===== src/rtl/rf_wb_pkg.sv =====
// Shared types and default sizes for the register-file writeback unit.
// Optional bypass search is enabled with RF_WB_BYPASS_EN.
package rf_wb_pkg;

    localparam int DefN     = 32;
    localparam int DefAddr  = 5;
    localparam int DefDepth = 4;

    typedef enum logic [1:0] {
        IDLE  = 2'd0,
        DRAIN = 2'd1,
        HOLD  = 2'd2
    } wbState_e;

endpackage


===== src/rtl/rf_wb_fifo.sv =====
// Write-request queue: power-of-two depth, wrapping pointers, synchronous flush.
// With RF_WB_BYPASS_EN the raw entries and read pointer are exported.
module rf_wb_fifo
    import rf_wb_pkg::*;
#(
    parameter int N     = DefN,
    parameter int ADDR  = DefAddr,
    parameter int DEPTH = DefDepth
) (
    input  logic                      clk,
    input  logic                      reset,
    input  logic                      push,
    input  logic [ADDR-1:0]           pushAddr,
    input  logic [N-1:0]              pushData,
    input  logic                      pop,
    input  logic                      flush,
    output logic [ADDR-1:0]           headAddr,
    output logic [N-1:0]              headData,
    output logic [$clog2(DEPTH):0]    count
`ifdef RF_WB_BYPASS_EN
    ,
    output logic [$clog2(DEPTH)-1:0]  rdPtr,
    output logic [DEPTH-1:0][ADDR-1:0] entAddr,
    output logic [DEPTH-1:0][N-1:0]   entData
`endif
);

    localparam int PW = $clog2(DEPTH);
    localparam int CW = PW + 1;

    logic [DEPTH-1:0][ADDR-1:0] memAddr;
    logic [DEPTH-1:0][N-1:0]    memData;
    logic [PW-1:0]              wrPtr;
    logic [PW-1:0]              rdPtrQ;

    assign headAddr = memAddr[rdPtrQ];
    assign headData = memData[rdPtrQ];

`ifdef RF_WB_BYPASS_EN
    assign rdPtr   = rdPtrQ;
    assign entAddr = memAddr;
    assign entData = memData;
`endif

    // Pointers wrap naturally because DEPTH is a power of two.
    always_ff @(posedge clk or negedge reset) begin
        if (!reset) begin
            wrPtr   <= '0;
            rdPtrQ  <= '0;
            count   <= '0;
            memAddr <= '0;
            memData <= '0;
        end else if (flush) begin
            wrPtr  <= '0;
            rdPtrQ <= '0;
            count  <= '0;
        end else begin
            if (push) begin
                memAddr[wrPtr] <= pushAddr;
                memData[wrPtr] <= pushData;
                wrPtr          <= wrPtr + 1'b1;
            end
            if (pop) begin
                rdPtrQ <= rdPtrQ + 1'b1;
            end
            count <= count + CW'(push) - CW'(pop);
        end
    end

endmodule


===== src/rtl/rf_writeback_unit.sv =====
// Queued register-file writeback with stall, flush and registered write port.
// Define RF_WB_BYPASS_EN to add two combinational read-bypass ports.
module rf_writeback_unit
    import rf_wb_pkg::*;
#(
    parameter int N     = DefN,
    parameter int ADDR  = DefAddr,
    parameter int DEPTH = DefDepth
) (
    input  logic                   clk,
    input  logic                   reset,
    input  logic                   wb_valid_i,
    input  logic [ADDR-1:0]        wb_addr_i,
    input  logic [N-1:0]           wb_data_i,
    output logic                   wb_ready_o,
    input  logic                   stall_i,
    input  logic                   flush_i,
    output logic                   Reg_Write_o,
    output logic [ADDR-1:0]        Write_Register_o,
    output logic [N-1:0]           Write_Data_o,
    output logic [$clog2(DEPTH):0] count_o,
    output logic                   busy_o
`ifdef RF_WB_BYPASS_EN
    ,
    input  logic [ADDR-1:0]        rd_addr_1_i,
    input  logic [ADDR-1:0]        rd_addr_2_i,
    output logic                   byp_hit_1_o,
    output logic                   byp_hit_2_o,
    output logic [N-1:0]           byp_data_1_o,
    output logic [N-1:0]           byp_data_2_o
`endif
);

    localparam int PW = $clog2(DEPTH);
    localparam int CW = PW + 1;

    wbState_e        state;
    logic            accept;
    logic            push;
    logic            pop;
    logic [CW-1:0]   nextCount;
    logic [ADDR-1:0] headAddr;
    logic [N-1:0]    headData;

`ifdef RF_WB_BYPASS_EN
    logic [PW-1:0]              rdPtr;
    logic [DEPTH-1:0][ADDR-1:0] entAddr;
    logic [DEPTH-1:0][N-1:0]    entData;
`endif

    assign wb_ready_o = count_o < CW'(DEPTH);
    assign accept     = wb_valid_i & wb_ready_o;
    // Writes to x0 finish the handshake but never enter the queue.
    assign push       = accept & (wb_addr_i != '0) & ~flush_i;
    assign pop        = (count_o != '0) & ~stall_i & ~flush_i;
    assign nextCount  = count_o + CW'(push) - CW'(pop);
    assign busy_o     = state != IDLE;

    rf_wb_fifo #(
        .N     (N),
        .ADDR  (ADDR),
        .DEPTH (DEPTH)
    ) uFifo (
        .clk      (clk),
        .reset    (reset),
        .push     (push),
        .pushAddr (wb_addr_i),
        .pushData (wb_data_i),
        .pop      (pop),
        .flush    (flush_i),
        .headAddr (headAddr),
        .headData (headData),
        .count    (count_o)
`ifdef RF_WB_BYPASS_EN
        ,
        .rdPtr    (rdPtr),
        .entAddr  (entAddr),
        .entData  (entData)
`endif
    );

    always_ff @(posedge clk or negedge reset) begin
        if (!reset) begin
            state            <= IDLE;
            Reg_Write_o      <= 1'b0;
            Write_Register_o <= '0;
            Write_Data_o     <= '0;
        end else begin
            Reg_Write_o <= pop;
            if (pop) begin
                Write_Register_o <= headAddr;
                Write_Data_o     <= headData;
            end
            if (flush_i || nextCount == '0) begin
                state <= IDLE;
            end else if (stall_i) begin
                state <= HOLD;
            end else begin
                state <= DRAIN;
            end
        end
    end

`ifdef RF_WB_BYPASS_EN
    // Oldest-to-youngest scan so the last match (youngest) wins.
    function automatic logic [N:0] lookup(input logic [ADDR-1:0] ra);
        logic [N:0]    r;
        logic [PW-1:0] idx;
        r = '0;
        if (Reg_Write_o && Write_Register_o == ra) begin
            r = {1'b1, Write_Data_o};
        end
        for (int i = 0; i < DEPTH; i++) begin
            idx = rdPtr + PW'(i);
            if (CW'(i) < count_o && entAddr[idx] == ra) begin
                r = {1'b1, entData[idx]};
            end
        end
        if (ra == '0) begin
            r = '0;
        end
        return r;
    endfunction

    always_comb begin
        {byp_hit_1_o, byp_data_1_o} = lookup(rd_addr_1_i);
        {byp_hit_2_o, byp_data_2_o} = lookup(rd_addr_2_i);
    end
`endif

endmodule


===== config.mk =====
export PLATFORM = sky130hd
export DESIGN_NAME = rf_writeback_unit
export DESIGN_NICKNAME = d
export VERILOG_FILES = /design/src/rtl/rf_wb_pkg.sv /design/src/rtl/rf_wb_fifo.sv /design/src/rtl/rf_writeback_unit.sv
export SDC_FILE = /design/constraint.sdc
export NUM_CORES = 1
export LEC_CHECK = 0
export ABC_AREA = 1
export ABC_CLOCK_PERIOD_IN_PS = 4600
export BUFFER_PORTS_ARGS = -buffer_cell sky130_fd_sc_hd__buf_2
export CELL_PAD_IN_SITES_DETAIL_PLACEMENT = 1
export CELL_PAD_IN_SITES_GLOBAL_PLACEMENT = 2
export CORE_ASPECT_RATIO = 0.5
export CORE_MARGIN = 2
export CORE_UTILIZATION = 38
export DETAILED_ROUTE_END_ITERATION = 10
export PLACE_DENSITY_LB_ADDON = 0.2
export SETUP_SLACK_MARGIN = 0.15
export SYNTH_ARGS = -nofsm -noshare
export SYNTH_HDL_FRONTEND = slang
export SYNTH_SLANG_ARGS = --single-unit

===== constraint.sdc =====
create_clock -name clk -period 4.6 [get_ports clk]
set_input_delay 0.92 -clock clk [delete_from_list [all_inputs] [get_ports clk]]
set_output_delay 0.92 -clock clk [all_outputs]
set_load 0.1 [all_outputs]

==> results.sh, run 1 <==
export IMPL_fill_cells=2796
export IMPL_yosysTopAreaCellShare_pct=55.5
export IMPL_setup_viol=0
export IMPL_tightest_slew_ns=0.993
export IMPL_grt_pass1_wl_um=43800
export IMPL_grt_pass1_vias=8075
export IMPL_dieArea_mm2=0.0244
export IMPL_p_int_mw=3.96
export IMPL_hpwl_um=14800
export IMPL_drc=0
export IMPL_cts_buffers=17
export IMPL_clkLatencyLatePin_ns=0.45
export IMPL_hold_buffers=0
export IMPL_power_per_cell_area_mw_per_mm2=740
export IMPL_grt_max_degree=107
export IMPL_syn_area_per_cell_um2=7.96
export IMPL_cts_resized=0
export IMPL_cp_data_arrival_time_ns=2.97
export IMPL_synth_most_common_cell="nand2_1"
export IMPL_drt_vias_per_instance=5.03
export IMPL_antenna_found_initial=1
export IMPL_via_count=7426
export IMPL_die_y_um=112
export IMPL_cp_end_kind="register"
export IMPL_switching_share_pct=46.2
export IMPL_power_switching_mw=3.40
export IMPL_synth_cell_types=22
export IMPL_port_buffer_count=84
export IMPL_cpPeakStageDelay_ns=0.38
export IMPL_final_antenna_net_count=0
export IMPL_synthTopCellsByArea="dfrtp_1, nand2_1, o21ai_0"
export IMPL_regArea_mm2=0.00488
export IMPL_post_cts_setup_buffers=0
export IMPL_yosysTopAreaCell="dfrtp_1"
export IMPL_cts_htree_levels=4
export IMPL_cp_top_family="buffers and inverters"
export IMPL_cts_root_buf="clkbuf_16"
export IMPL_dp_slack_ns=1.50
export IMPL_critPathBufInv=5
export IMPL_vdd_ir_drop_max_mv=0.467
export IMPL_slew_headroom_pct=33.7
export IMPL_core_area_mm2=0.0227
export IMPL_slowest_stage="fa_1"
export IMPL_synth_edf_count=0
export IMPL_nNetsFinal=1205
export IMPL_fin_worst_skew_ns=0.00635
export IMPL_finalWorstSetupSlack_ns=1.96
export IMPL_path_common_cell="nand2_1"
export IMPL_netlist_area_mm2=0.00879
export IMPL_rows=39
export IMPL_grt_total_usage_pct=23.3
export IMPL_finalHoldViolations=0
export IMPL_rsz0062_at_grt="no"
export IMPL_yosysSeqAreaShare_pct=55.5
export IMPL_drive_gt1_share_pct=11.7
export IMPL_drt_wl_total_um=26800
export IMPL_cts_tree="yes"
export IMPL_slew_violations=0
export IMPL_period_share_pct=57.3
export IMPL_multi_input_area_mm2=0.00354
export IMPL_clock_sinks=195
export IMPL_clkTransAtPathRegs_ns=0.07
export IMPL_tns_ns=0
export IMPL_synthFlopType="dfrtp_1"
export IMPL_required_ns=4.94
export IMPL_min_period_ns=2.64
export IMPL_critPathLaunchType="input port"
export IMPL_cap_violations=0
export IMPL_die_w_um=219
export IMPL_wire_per_inst_um=18.1
export IMPL_crit_fanout=19
export IMPL_synth_nets=1154
export IMPL_start_util_pct=38.7
export IMPL_ys_ff_latch=195
export IMPL_synth_common_cells="nand2_1, dfrtp_1, o21ai_0"
export IMPL_overflow=0
export IMPL_yosysWarningCount=0
export IMPL_cellLeakagePower_nw=5.30
export IMPL_power_frac_seq_pct=38.2
export IMPL_async_flop_share_pct=100
export IMPL_worstSetupPathType="in2reg"
export IMPL_routabilityCongestion=0.740
export IMPL_clkPwrFrac_pct=19.9
export IMPL_first_pass_iters=5
export IMPL_pin_count=85
export IMPL_drtIter0Drc=404
export IMPL_status="completed"
export IMPL_p_comb_share_pct=41.9
export IMPL_synth_cells=1105
export IMPL_crit_chain="buf_2 > inv_2 > nand3_4 > inv_1 > ha_1 > inv_1 > fa_1 > inv_1 > nand2_1 > nand2_1 > nand2_1 > nand2_1 > nand2_1 > nand2_1 > nor2_1"
export IMPL_timing_fmax_mhz=379
export IMPL_min_path_type="reg2reg"
export IMPL_ctsLongestPathBuffers=2
export IMPL_syn_to_final_growth_pct=13.2
==> cell families (layout without fill, tap and decap cells) <==
| family | count (synthesis) | count (layout) | synth area share, % |
|---|---|---|---|
| simple gates | 670 | 670 | 30.2 |
| buf+inv | 82 | 146 | 4.65 |
| flops | 195 | 195 | 55.5 |
| compound gates | 151 | 151 | 8.60 |
| other cells | 0 | 1 | 0 |
| fa+ha+maj | 7 | 7 | 1.08 |
==> per-layer routing <==
layer	up-vias	GRT usage (%)	wire length, µm
met3	25	3.33	858
li1	3544	-	-
met4	0	7.21	399
met2	98	38.6	12600
met1	3759	31.9	12900
met5	-	0	0
==> power by group through the flow <==
stage / Sequential, mW / Clock (mW) / Combinational, mW
6_report: 2.82 / 1.46 / 3.08
4_1_cts: 2.82 / 1.50 / 3.12
3_5_place_dp: 2.84 / 0 / 3.11
3_3_place_gp: 2.81 / 0 / 3.03
5_1_grt: 2.91 / 1.56 / 3.41
2_1_floorplan: 3.81 / 0 / 1.39
==> registers in the layout, indices dropped and copies added, names as in the netlist <==
register          flops
uFifo.memAddr        20
uFifo.memData       128
Write_Register_o      5
uFifo.rdPtrQ          2
Write_Data_o         32
state                 2
uFifo.wrPtr           2
uFifo.count           3
Reg_Write_o           1
==> worst paths after layout <==
| check | startpoint | endpoint | slack [ns] | cells after the start |
|---|---|---|---|---|
| worst max-delay path | flush_i | state[1] | 1.96 | 15 |
| worst min-delay path | uFifo.memData[57] | uFifo.memData[57] | 0.47 | 2 |
| worst max register to register | uFifo.count[2] | state[1] | 2.19 | 14 |
| worst min register to register | uFifo.memData[57] | uFifo.memData[57] | 0.47 | 2 |
| max in group asynchronous | reset | Write_Data_o[24] | 2.98 | 2 |
| min in group asynchronous | reset | uFifo.memData[5] | 0.58 | 1 |
==> final cells by class <==
cell class | count | area share (%)
diodes | 1 | 0.0252
clock buffers | 28 | 5.19
clock inverters | 4 | 0.453
inverters | 21 | 0.792
multi-input cells | 828 | 35.6
flip-flops and latches | 195 | 49.1
well taps | 307 | 3.86
repair buffers | 93 | 4.99
==> worst register-to-register path, delay by kind of cell (launching register included) <==
family | cells | cell delay (ns)
DFF | 1 | 0.45
buffers and inverters | 3 | 0.27
and+or+nand+nor | 9 | 1.04
adders and majority gates | 2 | 0.54
==> through the flow <==
stage	util (%)	power [mW]	area (µm²)	hold slack [ns]	cells
after floorplan	-	5.20	8790	0.444	1105
after global placement	41.3	5.84	9390	0.456	1444
after detailed placement	41.3	5.95	9390	0.460	1444
after CTS	43.7	7.44	9950	0.479	1476
after global routing	43.8	7.87	9950	0.498	1477
final	43.8	7.36	9950	0.474	1477
==> placed cells by master, fill, tap and decap left out, drive strengths merged, types with 3 or more instances in the layout <==
cell type,n
buf,92
o21ai,150
nand3,6
clkbuf,29
inv,21
nand4,4
nor2,127
ha,6
clkinv,3
nand2,531
dfrtp,195
(Power assumes the default switching activity.)
==> run 2: changes to the inputs <==
--- a/config.mk
+++ b/config.mk
@@ -5,14 +5,14 @@
 export SDC_FILE = /design/constraint.sdc
 export NUM_CORES = 1
 export LEC_CHECK = 0
-export ABC_AREA = 1
-export ABC_CLOCK_PERIOD_IN_PS = 4600
+export ABC_AREA = 0
+export ABC_CLOCK_PERIOD_IN_PS = 2500
 export BUFFER_PORTS_ARGS = -buffer_cell sky130_fd_sc_hd__buf_2
 export CELL_PAD_IN_SITES_DETAIL_PLACEMENT = 1
 export CELL_PAD_IN_SITES_GLOBAL_PLACEMENT = 2
 export CORE_ASPECT_RATIO = 0.5
 export CORE_MARGIN = 2
-export CORE_UTILIZATION = 38
+export CORE_UTILIZATION = 45
 export DETAILED_ROUTE_END_ITERATION = 10
 export PLACE_DENSITY_LB_ADDON = 0.2
 export SETUP_SLACK_MARGIN = 0.15
==> constraint.sdc (replaced) <==
create_clock -name clk -period 2.5 [get_ports clk]
set_input_delay 0.5 -clock clk [delete_from_list [all_inputs] [get_ports clk]]
set_output_delay 0.5 -clock clk [all_outputs]
set_load 0.1 [all_outputs]
==> results.sh, run 2 <==
export IMPL_first_pass_iters=4
export IMPL_grt_pass1_wl_um=30400
export IMPL_pin_count=85
export IMPL_wl_met1_um=8830
export IMPL_async_flop_share_pct=100
export IMPL_final_cell_mix="dfrtp_1, mux2_4, buf_2"
export IMPL_final_util_pct=53.2
export IMPL_setup_viol=0
export IMPL_rsz0062_at_grt="no"
export IMPL_hpwl_um=11600
export IMPL_required_ns=2.83
export IMPL_yosysWarningCount=0
export IMPL_clkTransAtPathRegs_ns=0.07
export IMPL_slew_headroom_pct=55.8
export IMPL_tightest_slew_ns=0.664
export IMPL_status="completed"
export IMPL_rows=36
export IMPL_grt_total_usage_pct=19.1
export IMPL_synth_cell_types=29
export IMPL_dieArea_mm2=0.0211
export IMPL_yosysTopAreaCellShare_pct=54.4
export IMPL_syn_area_per_cell_um2=18.3
export IMPL_worstSetupPathType="reg2reg"
export IMPL_synthFlopType="dfrtp_1"
export IMPL_start_util_pct=46.0
export IMPL_antenna_found_initial=1
export IMPL_final_antenna_net_count=0
export IMPL_clkLatencyLatePin_ns=0.44
export IMPL_cts_tree="yes"
export IMPL_port_buffer_count=84
export IMPL_min_path_type="in2async"
export IMPL_finalHoldViolations=0
export IMPL_final_common_cell="dfrtp_1"
export IMPL_cp_end_kind="register"
export IMPL_synth_most_common_cell="dfrtp_1"
export IMPL_fin_worst_skew_ns=0.00987
export IMPL_via_count=4576
export IMPL_drc=0
export IMPL_crit_fanout=4
export IMPL_netlist_area_mm2=0.00897
export IMPL_cts_root_buf="clkbuf_16"
export IMPL_min_period_ns=2.22
export IMPL_synth_edf_count=0
export IMPL_critPathLaunchType="register"
export IMPL_drtIter0Drc=134
export IMPL_grt_max_degree=64
export IMPL_period_share_pct=88.7
export IMPL_slew_violations=0
export IMPL_cts_buffers=17
export IMPL_drive_gt1_share_pct=63.5
export IMPL_cts_htree_levels=4
export IMPL_yosysTopAreaCell="dfrtp_1"
export IMPL_route_met2_wl_um=8790
export IMPL_die_w_um=204
export IMPL_cellLeakagePower_nw=5.02
export IMPL_yosysSeqAreaShare_pct=54.4
export IMPL_nNetsFinal=643
export IMPL_routabilityCongestion=0.696
export IMPL_finalPower_mw=14.4
export IMPL_cap_violations=0
export IMPL_ys_ff_latch=195
export IMPL_synthTopCellsByArea="dfrtp_1, mux2_4, mux4_2"
export IMPL_overflow=0
export IMPL_vdd_ir_drop_max_mv=0.687
export IMPL_core_area_mm2=0.0195
export IMPL_synth_nets=540
export IMPL_clock_sinks=195
export IMPL_synth_cells=491
export IMPL_timing_fmax_mhz=451
export IMPL_top_regs="uFifo.memData (128), Write_Data_o (32), uFifo.memAddr (20)"
export IMPL_drt_vias_per_instance=5.25
export IMPL_diodes=0
export IMPL_synth_common_cells="dfrtp_1, mux2_4, mux2_2"
export IMPL_power_per_cell_area_mw_per_mm2=1380
export IMPL_cp_data_arrival_time_ns=2.55
export IMPL_die_y_um=104
export IMPL_ctsLongestPathBuffers=2
export IMPL_met3WireLength_um=574
export IMPL_regMostFlops="uFifo.memData"
export IMPL_grt_pass1_vias=5230
export IMPL_largest_reg_flops=128
export IMPL_cts_resized=0
export IMPL_drt_wl_total_um=18400
export IMPL_syn_to_final_growth_pct=15.8
export IMPL_wire_per_inst_um=21.2
export IMPL_highest_layer="met5"
[run 2: cell count changes after synthesis, moves of 11 or more]
cell	change
nand2_1	-531
nor2_1	-119
mux4_2	+37
o21ai_1	-11
buf_12	+12
inv_1	-12
mux2_4	+120
o21ai_0	-138
clkbuf_1	-30
buf_6	-11
mux2_2	+66
[run 2: repair_timing]
item / in CTS / in global routing
hold buffers: 0 / 0
buffers inserted: 1 / 0
pin swaps: 1 / 2
endpoints found under the setup margin: 2 / 2
[run 2: critical path: stages, from the launching register on]
cell and delay, ns:
dfrtp_4 0.53, nor3_4 0.22, nor3_4 0.08, ha_4 0.22
inv_1 0.05, ha_2 0.16, inv_2 0.03, fa_2 0.32
xor3_1 0.21, nor3b_2 0.20, nor3_1 0.08
[run 2: power by group]
part           internal (mW)  switching (mW)  total, mW  leakage (nW)
sequential              4.56           0.803       5.36          2.44
combinational           2.68            3.64       6.31          2.31
clock                   1.49            1.21       2.70         0.267
total                   8.72            5.65       14.4          5.02
[run 2: cell type report]
type                            instances  area (µm²)
Clock buffer                           18         439
Clock inverter                         12         134
Fill cell                            1834        9120
Inverter                                7        30.0
Multi-Input combinational cell        262        3790
Sequential cell                       195        4890
Tap cell                              266         333
Timing Repair Buffer                  111         757
[run 2: routing by layer]
layer / vias up / GRT usage [%]
met1: 2496 / 26.6
met2: 50 / 29.6
li1: 2008 / -
met5: - / 0
met4: 2 / 5.63
met3: 20 / 5.03
[run 2: worst paths after layout]
| path | start | endpoint | slack, ns | cells after the start |
|---|---|---|---|---|
| max | uFifo.count[1] | state[0] | 0.28 | 10 |
| min | reset | uFifo.memData[25] | 0.06 | 1 |
| max reg2reg | uFifo.count[1] | state[0] | 0.28 | 10 |
| min reg2reg | Write_Data_o[15] | Write_Data_o[15] | 0.50 | 1 |
| max in group asynchronous | reset | Write_Data_o[2] | 1.76 | 2 |
| min in group clk | stall_i | state[0] | 0.32 | 2 |
[run 2: cells by family (layout without fill, tap and decap cells)]
kind of cell / Yosys count / after routing / share of synthesized area [%]
AO/OA/AOI/OAI: 9 / 9 / 1.09
XOR/XNOR: 1 / 1 / 0.265
adder cells (fa/ha/maj): 7 / 7 / 1.06
buffers and inverters: 34 / 148 / 3.75
flip-flops: 195 / 195 / 54.4
multiplexers: 224 / 224 / 37.8
AND/OR/NAND/NOR: 21 / 21 / 1.62
[run 2: stage by stage]
stage                     setup TNS, ns  area (µm²)  hold slack [ns]  setup WS [ns]  std cells
after floorplan                  -0.326        9030            0.204         -0.162        491
after global placement           -0.258        9800            0.482         -0.132        840
after detailed placement         -0.329        9800            0.488         -0.177        840
after CTS                             0       10400           0.0530          0.218        871
after global routing                  0       10400           0.0725          0.162        871
final                                 0       10400           0.0598          0.283        871
==> run 3: changes to the inputs <==
--- a/config.mk
+++ b/config.mk
@@ -6,13 +6,13 @@
 export NUM_CORES = 1
 export LEC_CHECK = 0
 export ABC_AREA = 0
-export ABC_CLOCK_PERIOD_IN_PS = 2500
+export ABC_CLOCK_PERIOD_IN_PS = 2850
 export BUFFER_PORTS_ARGS = -buffer_cell sky130_fd_sc_hd__buf_2
 export CELL_PAD_IN_SITES_DETAIL_PLACEMENT = 1
 export CELL_PAD_IN_SITES_GLOBAL_PLACEMENT = 2
 export CORE_ASPECT_RATIO = 0.5
 export CORE_MARGIN = 2
-export CORE_UTILIZATION = 45
+export CORE_UTILIZATION = 48
 export DETAILED_ROUTE_END_ITERATION = 10
 export PLACE_DENSITY_LB_ADDON = 0.2
 export SETUP_SLACK_MARGIN = 0.15
==> constraint.sdc (replaced) <==
create_clock -name clk -period 2.85 [get_ports clk]
set_input_delay 0.57 -clock clk [delete_from_list [all_inputs] [get_ports clk]]
set_output_delay 0.57 -clock clk [all_outputs]
set_load 0.1 [all_outputs]
==> results.sh, run 3 (synthesized netlist as in run 2, its figures left out) <==
export IMPL_antenna_found_initial=0
export IMPL_grt_max_degree=70
export IMPL_highest_layer="met4"
export IMPL_grt_pass1_vias=5132
export IMPL_cellLeakagePower_nw=4.93
export IMPL_cts_buffers=17
export IMPL_final_cell_mix="dfrtp_1, mux2_4, buf_2"
export IMPL_grt_pass1_wl_um=29700
export IMPL_cts_resized=0
export IMPL_clock_sinks=195
export IMPL_top_regs="uFifo.memData (128), Write_Data_o (32), uFifo.memAddr (20)"
export IMPL_required_ns=3.19
export IMPL_r2r_slack_ns=0.50
export IMPL_drive_gt1_share_pct=61.3
export IMPL_vdd_ir_drop_max_mv=0.760
export IMPL_via_count=4507
export IMPL_routabilityCongestion=0.702
export IMPL_dieArea_mm2=0.0199
export IMPL_grt_total_usage_pct=20.0
export IMPL_wire_per_inst_um=21.9
export IMPL_dpl_cell_area_mm2=0.00964
export IMPL_switching_share_pct=39.9
export IMPL_power_switching_mw=4.94
export IMPL_hpwl_um=11100
export IMPL_clkTransAtPathRegs_ns=0.07
export IMPL_first_pass_iters=4
export IMPL_start_util_pct=48.9
export IMPL_tightest_slew_ns=0.870
export IMPL_worstSetupPathType="in2reg"
export IMPL_cts_tree="yes"
export IMPL_syn_to_final_growth_pct=13.4
export IMPL_power_frac_seq_pct=38.4
export IMPL_cp_end_kind="register"
export IMPL_slew_violations=0
export IMPL_cts_root_buf="clkbuf_16"
export IMPL_slew_headroom_pct=42.0
export IMPL_die_y_um=101
export IMPL_min_path_type="in2async"
export IMPL_fin_worst_skew_ns=0.0104
export IMPL_p_int_mw=7.46
export IMPL_timing_fmax_mhz=423
export IMPL_power_per_cell_area_mw_per_mm2=1220
export IMPL_regMostFlops="uFifo.memData"
export IMPL_clkLatencyLatePin_ns=0.43
export IMPL_status="completed"
export IMPL_drtIter0Drc=156
export IMPL_rows=35
export IMPL_dp_slack_ns=0.0419
export IMPL_cts_htree_levels=4
export IMPL_nNetsFinal=632
export IMPL_multi_input_area_mm2=0.00377
export IMPL_overflow=0
export IMPL_route_met2_wl_um=8550
export IMPL_pin_count=85
export IMPL_placedCellCount=804
export IMPL_cap_violations=0
export IMPL_drt_vias_per_instance=5.40
export IMPL_instances_no_fill=835
export IMPL_final_antenna_net_count=0
export IMPL_p_comb_share_pct=43.7
export IMPL_port_buffer_count=84
export IMPL_wl_met1_um=8960
export IMPL_hold_buffers=0
export IMPL_final_common_cell="dfrtp_1"
export IMPL_fill_cells=1673
export IMPL_setup_viol=0
export IMPL_diodes=0
export IMPL_ctsLongestPathBuffers=2
export IMPL_cp_data_arrival_time_ns=2.71
export IMPL_largest_reg_flops=128
export IMPL_core_area_mm2=0.0183
export IMPL_rsz0062_at_grt="no"
export IMPL_post_cts_setup_buffers=0
export IMPL_design_area_mm2=0.0102
export IMPL_critPathLaunchType="input port"
export IMPL_period_share_pct=82.9
export IMPL_finalHoldViolations=0
export IMPL_tns_ns=0
export IMPL_clkPwrFrac_pct=17.9
export IMPL_crit_fanout=5
export IMPL_met3WireLength_um=601
export IMPL_finalPower_mw=12.4
export IMPL_drc=0
export IMPL_finalWorstSetupSlack_ns=0.488
export IMPL_regArea_mm2=0.00489
export IMPL_min_period_ns=2.36
export IMPL_drt_wl_total_um=18300
export IMPL_die_w_um=197
run 3: changes by cell type in the layout (fill, tap and decap cells not counted), sizes merged:
cell | previous run | this run
inv | 8 | 7
bufinv | 2 | 0
clkinvlp | 6 | 5
clkinv | 3 | 2
buf | 110 | 99
clkbuf | 19 | 25
run 3: final cells by class:
type	instances	area share, %
Sequential cell	195	48.1
Multi-Input combinational cell	262	37.1
Timing Repair Buffer	100	6.39
Clock buffer	24	4.64
Tap cell	240	2.95
Clock inverter	7	0.517
Inverter	7	0.295
run 3: worst paths after layout:
kind | cells after the start | endpoint | start
min in group clk | 2 | state[0] | stall_i
setup / recovery | 9 | state[1] | wb_addr_i[2]
hold reg to reg | 1 | Write_Data_o[5] | Write_Data_o[5]
max in group asynchronous | 2 | Write_Data_o[8] | reset
setup reg to reg | 10 | state[1] | uFifo.count[1]
hold / removal | 1 | uFifo.memData[121] | reset
run 3: power by group through the flow:
stage               Combinational (mW)  Clock, mW  Sequential (mW)
finish                            5.42       2.22             4.76
global route                      5.71       2.40             4.94
CTS                               5.49       2.29             4.78
detailed placement                5.46          0             4.80
global placement                  5.36          0             4.75
floorplan                         2.69          0             6.53
run 3: metrics by stage:
step / hold WS, ns / util (%)
2_1_floorplan: 0.274 / -
3_3_place_gp: 0.482 / 52.6
3_5_place_dp: 0.487 / 52.6
4_1_cts: 0.0827 / 55.4
5_1_grt: 0.0827 / 55.4
6_report: 0.0768 / 55.4
run 3: metal layers:
layer | global-route usage, % | vias to the layer above
met5 | 0 | -
met4 | 4.34 | 0
met3 | 5.09 | 12
met2 | 31.5 | 52
met1 | 28.2 | 2449
li1 | - | 1994
run 3: worst max-delay path, cell delays in order:
cell,delay [ns]
buf_2,0.13
or4_1,0.56
o211a_1,0.27
nor2b_1,0.14
ha_1,0.19
inv_1,0.06
fa_1,0.42
nor3b_2,0.18
nor3b_1,0.18
